`config.mk`:
```
export PLATFORM = sky130hd
export DESIGN_NAME = hex_display_ctrl_flat
export DESIGN_NICKNAME = d
export VERILOG_FILES = /design/src/rtl/hex_display_ctrl_if.sv /design/src/rtl/hex_display_ctrl.sv /design/src/flat_wrapper.sv
export SDC_FILE = /design/constraint.sdc
export NUM_CORES = 1
export LEC_CHECK = 0
export BUFFER_PORTS_ARGS = -buffer_cell sky130_fd_sc_hd__buf_4
export CAP_MARGIN = 15
export CORE_UTILIZATION = 55
export DETAILED_ROUTE_END_ITERATION = 8
export GPL_TIMING_DRIVEN = 0
export PLACE_DENSITY = 0.74
export SLEW_MARGIN = 20
export SYNTH_ARGS = -nofsm -noshare
export SYNTH_HDL_FRONTEND = slang
export SYNTH_SLANG_ARGS = --single-unit
```
`constraint.sdc`:
```
create_clock -name clk -period 5.6 [get_ports clk]
set_clock_uncertainty 0.1 [all_clocks]
set_input_delay 0.84 -clock clk [delete_from_list [all_inputs] [get_ports clk]]
set_output_delay 0.84 -clock clk [all_outputs]
set_load 0.02 [all_outputs]
```
`src/rtl/hex_display_ctrl_if.sv`:
```
// Load/value/control inputs and segment/status outputs of the hex display controller.
interface hex_display_ctrl_if #(
   parameter int unsigned DIGITS = 4,
   parameter int unsigned WIDTH  = 4 * DIGITS
);
   logic                  load;
   logic [WIDTH-1:0]      value;
   logic                  mode;
   logic                  blank_lz;
   logic [DIGITS-1:0]     blink_en;
   logic [7*DIGITS-1:0]   hex;
   logic                  busy;
   logic                  overflow;

   modport master (
      output load, value, mode, blank_lz, blink_en,
      input  hex, busy, overflow
   );

   modport slave (
      input  load, value, mode, blank_lz, blink_en,
      output hex, busy, overflow
   );
endinterface

```
`src/rtl/hex_display_ctrl.sv`:
```
// Multi-digit seven-segment driver: hex or double-dabble decimal display,
// leading-zero blanking, per-digit blink and decimal overflow dashes.
module hex_display_ctrl #(
   parameter int unsigned DIGITS    = 4,
   parameter int unsigned WIDTH     = 4 * DIGITS,
   parameter int unsigned BLINK_DIV = 25000000
) (
   input logic               clk,
   input logic               rst_n,
   hex_display_ctrl_if.slave bus
);

   localparam int unsigned DISP_W  = 4 * DIGITS;
   // floor(WIDTH*log10(2))+1 always covers ceil(WIDTH*log10(2)) digits
   localparam int unsigned BCD_MIN = (WIDTH * 1233) / 4096 + 1;
   // one spare digit above DIGITS so the overflow slice is never empty
   localparam int unsigned BCD_N   = ((BCD_MIN > DIGITS) ? BCD_MIN : DIGITS) + 1;
   localparam int unsigned BCD_W   = 4 * BCD_N;
   localparam int unsigned CNT_W   = $clog2(WIDTH + 1);
   localparam int unsigned EXT_W   = (WIDTH > DISP_W) ? WIDTH : DISP_W;
   localparam int unsigned BL_W    = $clog2(BLINK_DIV);

   localparam logic [6:0] SEG_BLANK = 7'b1111111;
   localparam logic [6:0] SEG_DASH  = 7'b0111111;

   typedef enum logic {IDLE, CONV} state_t;

   state_t               state, state_d;
   logic [WIDTH-1:0]     shreg, shreg_d;
   logic [BCD_W-1:0]     bcd, bcd_d, bcd_step, bcd_shift;
   logic [CNT_W-1:0]     cnt, cnt_d;
   logic [DISP_W-1:0]    disp, disp_d;
   logic [EXT_W-1:0]     value_ext;
   logic                 ovf_q, ovf_d;
   logic                 blank_q, blank_d;
   logic                 busy_q, busy_d;
   logic [7*DIGITS-1:0]  hex_q, hex_d;
   logic [BL_W-1:0]      bl_cnt;
   logic                 phase;
   logic                 nz_seen;
   logic [3:0]           nib;
   logic [6:0]           glyph;

   function automatic logic [6:0] seg7(input logic [3:0] d);
      case (d)
         4'h0: seg7 = 7'b1000000;
         4'h1: seg7 = 7'b1111001;
         4'h2: seg7 = 7'b0100100;
         4'h3: seg7 = 7'b0110000;
         4'h4: seg7 = 7'b0011001;
         4'h5: seg7 = 7'b0010010;
         4'h6: seg7 = 7'b0000010;
         4'h7: seg7 = 7'b1111000;
         4'h8: seg7 = 7'b0000000;
         4'h9: seg7 = 7'b0010000;
         4'hA: seg7 = 7'b0001000;
         4'hB: seg7 = 7'b0000011;
         4'hC: seg7 = 7'b1000110;
         4'hD: seg7 = 7'b0100001;
         4'hE: seg7 = 7'b0000110;
         default: seg7 = 7'b0001110;
      endcase
   endfunction

   // State and datapath registers
   always_ff @(posedge clk or negedge rst_n) begin
      if (!rst_n) begin
         state   <= IDLE;
         shreg   <= '0;
         bcd     <= '0;
         cnt     <= '0;
         disp    <= '0;
         ovf_q   <= 1'b0;
         blank_q <= 1'b0;
         busy_q  <= 1'b0;
         hex_q   <= '1;
      end else begin
         state   <= state_d;
         shreg   <= shreg_d;
         bcd     <= bcd_d;
         cnt     <= cnt_d;
         disp    <= disp_d;
         ovf_q   <= ovf_d;
         blank_q <= blank_d;
         busy_q  <= busy_d;
         hex_q   <= hex_d;
      end
   end

   // Next state: load capture in IDLE, one double-dabble step per CONV cycle
   always_comb begin
      state_d   = state;
      shreg_d   = shreg;
      bcd_d     = bcd;
      cnt_d     = cnt;
      disp_d    = disp;
      ovf_d     = ovf_q;
      blank_d   = blank_q;
      value_ext = EXT_W'(bus.value);
      bcd_step  = bcd;
      for (int i = 0; i < int'(BCD_N); i++) begin
         if (bcd[4*i +: 4] >= 4'd5) bcd_step[4*i +: 4] = bcd[4*i +: 4] + 4'd3;
      end
      bcd_shift = {bcd_step[BCD_W-2:0], shreg[WIDTH-1]};
      case (state)
         IDLE: begin
            if (bus.load) begin
               blank_d = bus.blank_lz;
               if (bus.mode) begin
                  shreg_d = bus.value;
                  bcd_d   = '0;
                  cnt_d   = '0;
                  state_d = CONV;
               end else begin
                  disp_d = value_ext[DISP_W-1:0];
                  ovf_d  = 1'b0;
               end
            end
         end
         CONV: begin
            bcd_d   = bcd_shift;
            shreg_d = shreg << 1;
            cnt_d   = cnt + 1'b1;
            if (cnt == CNT_W'(WIDTH - 1)) begin
               disp_d  = bcd_shift[DISP_W-1:0];
               ovf_d   = |bcd_shift[BCD_W-1:DISP_W];
               state_d = IDLE;
            end
         end
         default: state_d = IDLE;
      endcase
      busy_d = (state_d == CONV);
   end

   // Glyph selection: overflow dashes win, then leading-zero blanking and blink
   always_comb begin
      hex_d   = '1;
      nz_seen = 1'b0;
      nib     = '0;
      glyph   = SEG_BLANK;
      for (int i = int'(DIGITS) - 1; i >= 0; i--) begin
         nib   = disp[4*i +: 4];
         glyph = seg7(nib);
         if (nib != 4'd0) nz_seen = 1'b1;
         if (ovf_q)
            glyph = SEG_DASH;
         else if ((blank_q && !nz_seen && i != 0) || (phase && bus.blink_en[i]))
            glyph = SEG_BLANK;
         hex_d[7*i +: 7] = glyph;
      end
   end

   // Free-running blink timebase
   always_ff @(posedge clk or negedge rst_n) begin
      if (!rst_n) begin
         bl_cnt <= '0;
         phase  <= 1'b0;
      end else if (bl_cnt == BL_W'(BLINK_DIV - 1)) begin
         bl_cnt <= '0;
         phase  <= ~phase;
      end else begin
         bl_cnt <= bl_cnt + 1'b1;
      end
   end

   assign bus.hex      = hex_q;
   assign bus.busy     = busy_q;
   assign bus.overflow = ovf_q;

endmodule
```
`src/flat_wrapper.sv`:
```
// flat-port wrapper written by rule: the top's interface ports become plain ports
module hex_display_ctrl_flat 
#(
   parameter int unsigned DIGITS    = 4,
   parameter int unsigned WIDTH     = 4 * DIGITS,
   parameter int unsigned BLINK_DIV = 25000000
)
  (clk, rst_n, bus_load, bus_value, bus_mode, bus_blank_lz, bus_blink_en, bus_hex, bus_busy, bus_overflow);
  hex_display_ctrl_if #(.DIGITS(DIGITS), .WIDTH(WIDTH)) bus_i ();
  input logic clk;
  input logic rst_n;
  input wire logic [$bits(bus_i.load)-1:0] bus_load;
  input wire logic [$bits(bus_i.value)-1:0] bus_value;
  input wire logic [$bits(bus_i.mode)-1:0] bus_mode;
  input wire logic [$bits(bus_i.blank_lz)-1:0] bus_blank_lz;
  input wire logic [$bits(bus_i.blink_en)-1:0] bus_blink_en;
  output wire logic [$bits(bus_i.hex)-1:0] bus_hex;
  output wire logic [$bits(bus_i.busy)-1:0] bus_busy;
  output wire logic [$bits(bus_i.overflow)-1:0] bus_overflow;
  assign bus_i.load = bus_load;
  assign bus_i.value = bus_value;
  assign bus_i.mode = bus_mode;
  assign bus_i.blank_lz = bus_blank_lz;
  assign bus_i.blink_en = bus_blink_en;
  assign bus_hex = bus_i.hex;
  assign bus_busy = bus_i.busy;
  assign bus_overflow = bus_i.overflow;
  hex_display_ctrl #(.DIGITS(DIGITS), .WIDTH(WIDTH), .BLINK_DIV(BLINK_DIV)) u_core (.clk(clk), .rst_n(rst_n), .bus(bus_i));
endmodule
```
## After elaboration in Yosys (flattened, before gate mapping)

Memories as Yosys holds them, arrays and structs flattened.
Index checks and enable logic that the tools add are counted.

| word-level totals | value |
|---|---|
| flip-flop bits (word level) | 118 |
| memory bits (read-only) | 448 |
| bits of input ports | 25 |
| word-level logic and storage cells | 95 |
| memories kept | 4 |

Memories:

| memory | depth | bits a word | rd ports | clocked after memory_dff | write ports | RTL line | text |
|---|---|---|---|---|---|---|---|
| (no name shown) | 16 | 7 | 1 | 0 | 0 | hex_display_ctrl.sv:45 | `case (d)` |
| (no name shown) | 16 | 7 | 1 | 0 | 0 | hex_display_ctrl.sv:45 |  |
| (no name shown) | 16 | 7 | 1 | 0 | 0 | hex_display_ctrl.sv:45 |  |
| (no name shown) | 16 | 7 | 1 | 0 | 0 | hex_display_ctrl.sv:45 |  |

| operators by class | value |
|---|---|
| add/sub/neg operators | 8 |
| magnitude comparators | 6 |
| eq/ne operators | 6 |
| multiplexer cells | 39 |
| bitwise logic cells | 2 |
| reduce and logical (&&, ||, !) cells | 20 |

Operators with widths:

| operator | count |
|---|---|
| $mux 16 | 5 |
| $pmux 16 s2 | 2 |
| $mux 7 | 8 |
| $mux 24 | 2 |
| $pmux 24 s2 | 1 |
| $add 25x1->25 const B | 1 |
| $eq 25x25->1 const B | 1 |
| $mux 25 | 1 |
| $ge 4x3->1 const B | 6 |
| $add 4x2->4 const B | 5 |
| $mux 4 | 5 |
| $reduce_bool 4->1 | 3 |
| $mux 5 | 2 |
| $pmux 5 s2 | 1 |
| $mux 1 | 9 |
| $ne 2x2->1 const B | 4 |
| $reduce_or 8->1 | 1 |
| $logic_and 1x1->1 | 7 |
| $add 5x1->5 const B | 1 |
| $eq 5x4->1 const B | 1 |
| $pmux 1 s2 | 2 |
| $reduce_and 2->1 | 2 |
| $add 3x2->3 const B | 1 |
| $logic_not 1->1 | 3 |
| other kinds (4) | 7 |

## Longest topological paths before layout

Gate-level depths: netlist of the first run.

| logic depth | value |
|---|---|
| word-level depth | 9 |
| mapped depth | 8 |
| depth with buffers taken out | 7 |

## Worst setup path before layout of the first run

No wires, ideal clock.

| timing path | value |
|---|---|
| path kind | input to register |
| from | input bus_load |
| to | register u_core.disp[10] |
| setup time | 141 ps |
| arrival | 1609 ps |
| data required time | 5359 ps |
| setup slack | 3750 ps |
| stages on the path | 4 |
| buffers on the path | 1 |
| path through | nand2_1 o21ai_2 clkbuf_1 a31oi_1 |

| on the way | value |
|---|---|
| longest elaborated chain between the ends | 2 |

RTL lines:

| element | RTL line | text |
|---|---|---|
| start: declaration | flat_wrapper.sv:12 | `input wire logic [$bits(bus_i.load)-1:0] bus_load;` |
| $ne 2x2->1 (no line) | n/a |  |
| $reduce_and 3->1 (no line) | n/a |  |
| end signal: assignment | hex_display_ctrl.sv:82 | `disp <= disp_d;` |
| end: declaration | hex_display_ctrl.sv:32 | `logic [DISP_W-1:0] disp, disp_d;` |

Every way passes these cells.
A chain may end at the register's enable or synchronous reset.

## Final worst setup path of the first run

| timing path | value |
|---|---|
| from | register u_core.disp[12] |
| to | register u_core.hex_q[9], in the netlist u_core.bus.hex[9] |

| on the way | value |
|---|---|
| longest elaborated chain between the ends | 9 |

RTL lines:

| element | RTL line | text |
|---|---|---|
| $reduce_bool 4->1 | hex_display_ctrl.sv:144 | `if (nib != 4'd0) nz_seen = 1'b1;` |
| $mux 1 (3 in series) | hex_display_ctrl.sv:144 |  |
| $logic_not 1->1 | hex_display_ctrl.sv:147 | `else if ((blank_q && !nz_seen && i != 0) \|\| (phase && bus.blink_en[i]))` |
| $logic_and 1x1->1 | hex_display_ctrl.sv:147 |  |
| $logic_or 1x1->1 | hex_display_ctrl.sv:147 |  |
| $mux 7 | hex_display_ctrl.sv:147 |  |
| $mux 7 | hex_display_ctrl.sv:145 | `if (ovf_q)` |
| via u_core.hex_d[9] | hex_display_ctrl.sv:37 | `logic [7*DIGITS-1:0] hex_q, hex_d;` |
| end signal: assignment | hex_display_ctrl.sv:76 | `hex_q <= '1;` |
| end signal: assignment | hex_display_ctrl.sv:86 | `hex_q <= hex_d;` |
| end: declaration | hex_display_ctrl.sv:37 |  |

The timed path passes the listed nets, and every way through them passes these cells.

==> impl_metrics.tcl, run 1 <==
set metrics [dict create \
    fin_ws_ns 3.354 \
    cp-start-kind "flop" \
    postCtsSetupBuffers 0 \
    die_w_um 109.3 \
    dr.pass1.iters 5 \
    n_antenna_cell 0 \
    port_buffers 54 \
    criticalPathCategory "flop to flop" \
    yosys.cell_types.count 52 \
    start_util_pct 57.41 \
    vias 5026 \
    leakagePower_uw 0.003495 \
    clk_pin_slew_worst_paths_ns 0.05 \
    met1_usage_pct 31.43 \
    io_pins 55 \
    clk_latency_ns 0.42 \
    cts_sinks 118 \
    cts.hold.buffers_added 0 \
    use_met2_pct 42.72 \
    slew_headroom_pct 57.73 \
    drive_gt1_share_pct 16.69 \
    grt-busiest-layer "met2" \
    synth_area_leaders "dfrtp_1 36%, dfstp_2 12%, ha_1 7.3%, nand2_1 6.2%, o21ai_0 4.7%" \
    drc 0 \
    yosysWarnings 0 \
    fin_crit_sh_pct 40.11 \
    die_h_um 109.3 \
    fin_util_pct 68.04 \
    post-place-ws_ns 3.240 \
    syn_nets 730 \
    synthFlopType "dfrtp_1" \
    yosysSeqAreaShare_pct 47.18 \
    clock_tree.buffer_depth 2 \
    grt_pass1_vias 4862 \
    synth_async_sr_flop_share_pct 100.0 \
    routed_wl_um 13780 \
    h-tree-depth 4 \
    synth_edf_count 0 \
    dieArea_um2 11950 \
    yosysTopAreaCellShare_pct 35.57 \
    layout_min_cycle_time_ns 2.246 \
    slew_violations 0 \
    drt-initial-drc-count 286 \
    required_ns 5.83 \
    status "complete, no violations" \
    cts_tree "done" \
    synthCells 668 \
    worst-endpoint-arrival_ns 2.48 \
    grt_usage_pct 25.37 \
    hpwlAfterDp_um 10000 \
    synth_top_area_cell "dfrtp_1" \
    syn_area_um2 6332 \
    cts_root_buf "clkbuf_16" \
    layout.nets 804 \
    grt_start_max_net_pins 76 \
    synth.avg_cell_area_um2 9.480 \
    rsz0062_at_grt "no" \
    via_per_inst 5.616 \
    power.total_uw 4476 \
    worstSetupEndpointType "flop" \
    ys_seq_elements 118 \
    core_area_um2 11030 \
    cp_max_fo 6 \
    grt_pass1_wl_um 22890 \
    rows 38 \
    grtUsageMet3_pct 6.580 \
    setup_viol 0 \
    syn_to_final_growth_pct 18.51 \
    drt.antenna.violating_nets 0 \
    cts_resized 0 \
    gp_congestion 0.8622 \
    fmax_mhz 445.2 \
    whs_ns 0.2448 \
    finalHoldViolCount 0 \
    overflow 0 \
    cts_buffers 17 \
    hold_class "input port to async pin" \
    tightest_slew_ns 0.6283 \
    max-cap-violations 0 \
    routedWlPerCell_um 15.40 \
    antenna_found_initial 0 \
    vdd_ir_drop_max_v 0.0003441 \
    finalSetupTns_ns 0 \
    p_per_area_nw_per_um2 596.5 \
]
[area by class of cell]
| cell class | instances | area (um2) |
|---|---|---|
| Buffer | 29 | 121.4 |
| Clock buffer | 29 | 520.5 |
| Clock inverter | 3 | 40.04 |
| Fill cell | 854 | 3526 |
| Inverter | 31 | 116.4 |
| Multi-Input combinational cell | 490 | 3107 |
| Sequential cell | 118 | 2988 |
| Tap cell | 140 | 175.2 |
| Timing Repair Buffer | 55 | 436.7 |
[placed cells by master, fill, tap and decap left out, types with 5 or more instances in the layout]
cell,netlist,final
nor2b_1,5,5
nand2_1,105,105
a21o_1,6,6
ha_1,37,37
mux2i_1,23,23
o21ai_0,60,60
inv_1,30,30
and2_1,5,5
nand2b_1,18,18
o311ai_0,6,6
xor2_1,15,15
nor3_1,5,5
clkbuf_1,20,27
dfstp_2,28,28
nand4_1,7,7
and3_1,5,5
xnor2_1,18,18
a21oi_1,30,30
o211ai_1,14,14
buf_4,0,53
nor2_1,52,52
nand3_1,25,25
clkbuf_8,0,5
a31oi_1,7,7
clkbuf_16,0,17
dfrtp_1,90,90
[stage by stage]
step                      instances  cell area (um2)
final                           895             7505
after global routing            895             7505
after CTS                       895             7505
after detailed placement        863             6944
after global placement          862             6913
after floorplan                 668             6332
[report_power, final]
group	internal (uW)	leakage (uW)	switching [uW]	total [uW]
combinational	796	0.00178	1180	1970
sequential	1240	0.00144	240	1480
clock	667	0.000276	357	1020
total	2700	0.00349	1770	4480
[worst paths after layout]
kind                                        startpoint  cells after the start                      endpoint  slack, ns
max in group asynchronous                        rst_n                      2  u_core.bus.hex[21]$_DFF_PN1_       4.46
hold reg to reg            u_core.shreg[2]$_DFFE_PN0P_                      2   u_core.shreg[3]$_DFFE_PN0P_       0.38
min in group clk           u_core.shreg[2]$_DFFE_PN0P_                      2   u_core.shreg[3]$_DFFE_PN0P_       0.38
setup / recovery           u_core.disp[12]$_DFFE_PN0P_                      7   u_core.bus.hex[9]$_DFF_PN1_       3.35
setup reg to reg           u_core.disp[12]$_DFFE_PN0P_                      7   u_core.bus.hex[9]$_DFF_PN1_       3.35
hold / removal                                   rst_n                      1   u_core.bl_cnt[16]$_DFF_PN0_       0.24
[cell usage after synthesis (all sizes together), types with 7 or more instances]
cell type and number:
dfstp 28, o211ai 14, nand2 105, a31oi 7, xnor2 18, xor2 15, a21oi 30, nor2 52
clkbuf 20, dfrtp 90, o21ai 61, nand2b 18, inv 31, nand3 25, nand4 8, buf 9
ha 37, mux2i 23
[flip-flops by register name, summed over array words and instances, names as in the netlist]
name                 count
u_core.disp             16
u_core.state             1
u_core.bcd              24
u_core.phase             1
u_core.shreg            16
u_core.bus.overflow      1
u_core.cnt               5
u_core.blank_q           1
u_core.bl_cnt           25
u_core.bus.hex          28
[routing by layer]
metal  part of all wire [%]  vias to the layer above
met2                     48                      123
met5                      0                        -
met4                    1.2                        0
li1                       -                     2444
met3                    4.5                       17
met1                     46                     2442
[critical path, stage by stage (launching register included)]
cell and delay (ns):
dfrtp_1 0.46, inv_1 0.15, ha_1 0.22, nor4bb_1 0.46
and3_1 0.29, a32o_1 0.23, nor2_1 0.11, o211ai_1 0.14
[cells by family after synthesis]
family	Yosys count	share of synthesized area (%)
compound gates	146	13.99
xor+xnor	33	4.564
simple gates	246	18.49
flops	118	47.18
buf+inv	60	3.754
mux	28	4.703
fa+ha+maj	37	7.311
No activity file was read; power rests on OpenSTA's default activity.
==> inputs of run 2 (changes only) <==
--- a/config.mk
+++ b/config.mk
@@ -7,10 +7,10 @@
 export LEC_CHECK = 0
 export BUFFER_PORTS_ARGS = -buffer_cell sky130_fd_sc_hd__buf_4
 export CAP_MARGIN = 15
-export CORE_UTILIZATION = 55
+export CORE_UTILIZATION = 54
 export DETAILED_ROUTE_END_ITERATION = 8
 export GPL_TIMING_DRIVEN = 0
-export PLACE_DENSITY = 0.74
+export PLACE_DENSITY = 0.76
 export SLEW_MARGIN = 20
 export SYNTH_ARGS = -nofsm -noshare
 export SYNTH_HDL_FRONTEND = slang
==> constraint.sdc (replaced) <==
create_clock -name clk -period 2 [get_ports clk]
set_clock_uncertainty 0.1 [all_clocks]
set_input_delay 0.3 -clock clk [delete_from_list [all_inputs] [get_ports clk]]
set_output_delay 0.3 -clock clk [all_outputs]
set_load 0.02 [all_outputs]
==> impl_metrics.tcl, run 2 (synthesized netlist as in run 1, its figures left out) <==
set metrics [dict create \
    fmax_mhz 519.1 \
    core_area_um2 11420 \
    port_buffers 54 \
    drc 0 \
    grt_start_max_net_pins 72 \
    start_util_pct 55.46 \
    cp_max_fo 7 \
    drt.antenna.violating_nets 0 \
    antenna_found_initial 0 \
    layout.nets 808 \
    vias 5101 \
    slowest_delay_ns 0.45 \
    routed_wl_um 14380 \
    fin_crit_sh_pct 96.31 \
    cts_buffers 17 \
    grt_usage_pct 25.48 \
    clk_pin_slew_worst_paths_ns 0.05 \
    overflow 0 \
    clk_latency_ns 0.41 \
    p_per_area_nw_per_um2 1709 \
    tightest_slew_ns 0.6064 \
    power.total_uw 13150 \
    n_antenna_cell 0 \
    crit_buf_inv 1 \
    slew_headroom_pct 59.58 \
    setup_viol 0 \
    drive_gt1_share_pct 19.37 \
    final_common_cell "nand2_1" \
    max-cap-violations 0 \
    die_w_um 110.3 \
    cp_top_family "simple AND/OR/NAND/NOR gates" \
    h-tree-depth 4 \
    hpwlAfterDp_um 9951 \
    layout_min_cycle_time_ns 1.926 \
    required_ns 2.16 \
    drt-initial-drc-count 318 \
    io_pins 55 \
    rsz0062_at_grt "yes" \
    syn_to_final_growth_pct 21.52 \
    grt_pass1_wl_um 23360 \
    dr.pass1.iters 5 \
    cts_root_buf "clkbuf_16" \
    grt_pass1_vias 4898 \
    mostFrequentLayoutCells "104 x nand2_1, 88 x dfrtp_1, 60 x o21ai_0" \
    hold_class "input port to flop" \
    slew_violations 0 \
    slowest_stage "dfrtp_2" \
    finalHoldViolCount 0 \
    routedWlPerCell_um 15.94 \
    largest_reg_flops 28 \
    crit_chain "inv_1, ha_2, nor4bb_4, and3_4, a21o_1, nor2_2, o311ai_0" \
    criticalPathCategory "flop to flop" \
    leakagePower_uw 0.003577 \
    finalSetupTns_ns 0 \
    clock_tree.buffer_depth 2 \
    whs_ns 0.03222 \
    cp-start-kind "flop" \
    rows 39 \
    via_per_inst 5.655 \
    worst-endpoint-arrival_ns 2.09 \
    vdd_ir_drop_max_v 0.001202 \
    worstSetupEndpointType "flop" \
    cts_sinks 118 \
    cts_tree "done" \
    status "complete, no violations" \
    dieArea_um2 12160 \
    die_h_um 110.3 \
    gp_congestion 0.8613 \
]
-- run 2: changes by cell type in the layout (fill, tap and decap cells not counted), moves of 3 or more --
cell	delta
bufinv_16	+4
clkbuf_2	+3
buf_4	+4
clkbuf_1	-6
-- run 2: stage by stage --
| step | util (%) | cell area (um2) | setup WS, ns | instances |
|---|---|---|---|---|
| 2_1_floorplan | - | 6332 | 0.1906 | 668 |
| 3_3_place_gp | 60.57 | 6917 | -0.2219 | 865 |
| 3_5_place_dp | 60.85 | 6948 | -0.2546 | 866 |
| 4_1_cts | 66.97 | 7647 | 0.004943 | 900 |
| 5_1_grt | 67.39 | 7695 | -0.04890 | 902 |
| 6_report | 67.39 | 7695 | 0.07372 | 902 |
-- run 2: worst paths after layout --
check / startpoint / end / slack [ns] / cells after the start
worst max-delay path: u_core.disp[13]$_DFFE_PN0P_ / u_core.bus.hex[14]$_DFF_PN1_ / 0.07 / 7
worst min-delay path: bus_blank_lz / u_core.blank_q$_DFFE_PN0P_ / 0.03 / 2
worst max register to register: u_core.disp[13]$_DFFE_PN0P_ / u_core.bus.hex[14]$_DFF_PN1_ / 0.07 / 7
worst min register to register: u_core.shreg[12]$_DFFE_PN0P_ / u_core.shreg[13]$_DFFE_PN0P_ / 0.39 / 2
max in group asynchronous: rst_n / u_core.disp[8]$_DFFE_PN0P_ / 0.83 / 3
min in group asynchronous: rst_n / u_core.bl_cnt[3]$_DFF_PN0_ / 0.29 / 2
-- run 2: power by group --
group,internal (uW),switching [uW]
Combinational,2290,3370
Sequential,3480,661
Clock,2310,1040
Total,8080,5070
-- run 2: cell type report --
type / count / area [um2]
plain buffers: 29 / 135.1
well taps: 143 / 178.9
repair buffers: 59 / 469.2
multi-input cells: 490 / 3154
inverters: 31 / 116.4
clock buffers: 24 / 481.7
flip-flops and latches: 118 / 2990
clock inverters: 8 / 168.9
fillers: 897 / 3724
-- run 2: what timing repair did --
item / CTS / global route
endpoints found under the hold margin: 26 / 0
hold buffers: 1 / 0
cloned: 0 / 0
buffers inserted: 1 / 2
setup endpoints to repair: 32 / 38
gates resized for setup: 8 / 17
pin swaps: 0 / 1
-- run 2: per-layer routing --
| layer | wire length, um | part of all wire (%) | GRT usage (%) | vias up |
|---|---|---|---|---|
| met2 | 7193 | 50 | 42.55 | 121 |
| met5 | 0 | 0 | 0 | - |
| met4 | 189 | 1.3 | 7.613 | 0 |
| li1 | - | - | - | 2457 |
| met3 | 616 | 4.3 | 7.172 | 15 |
| met1 | 6381 | 44 | 32.17 | 2508 |
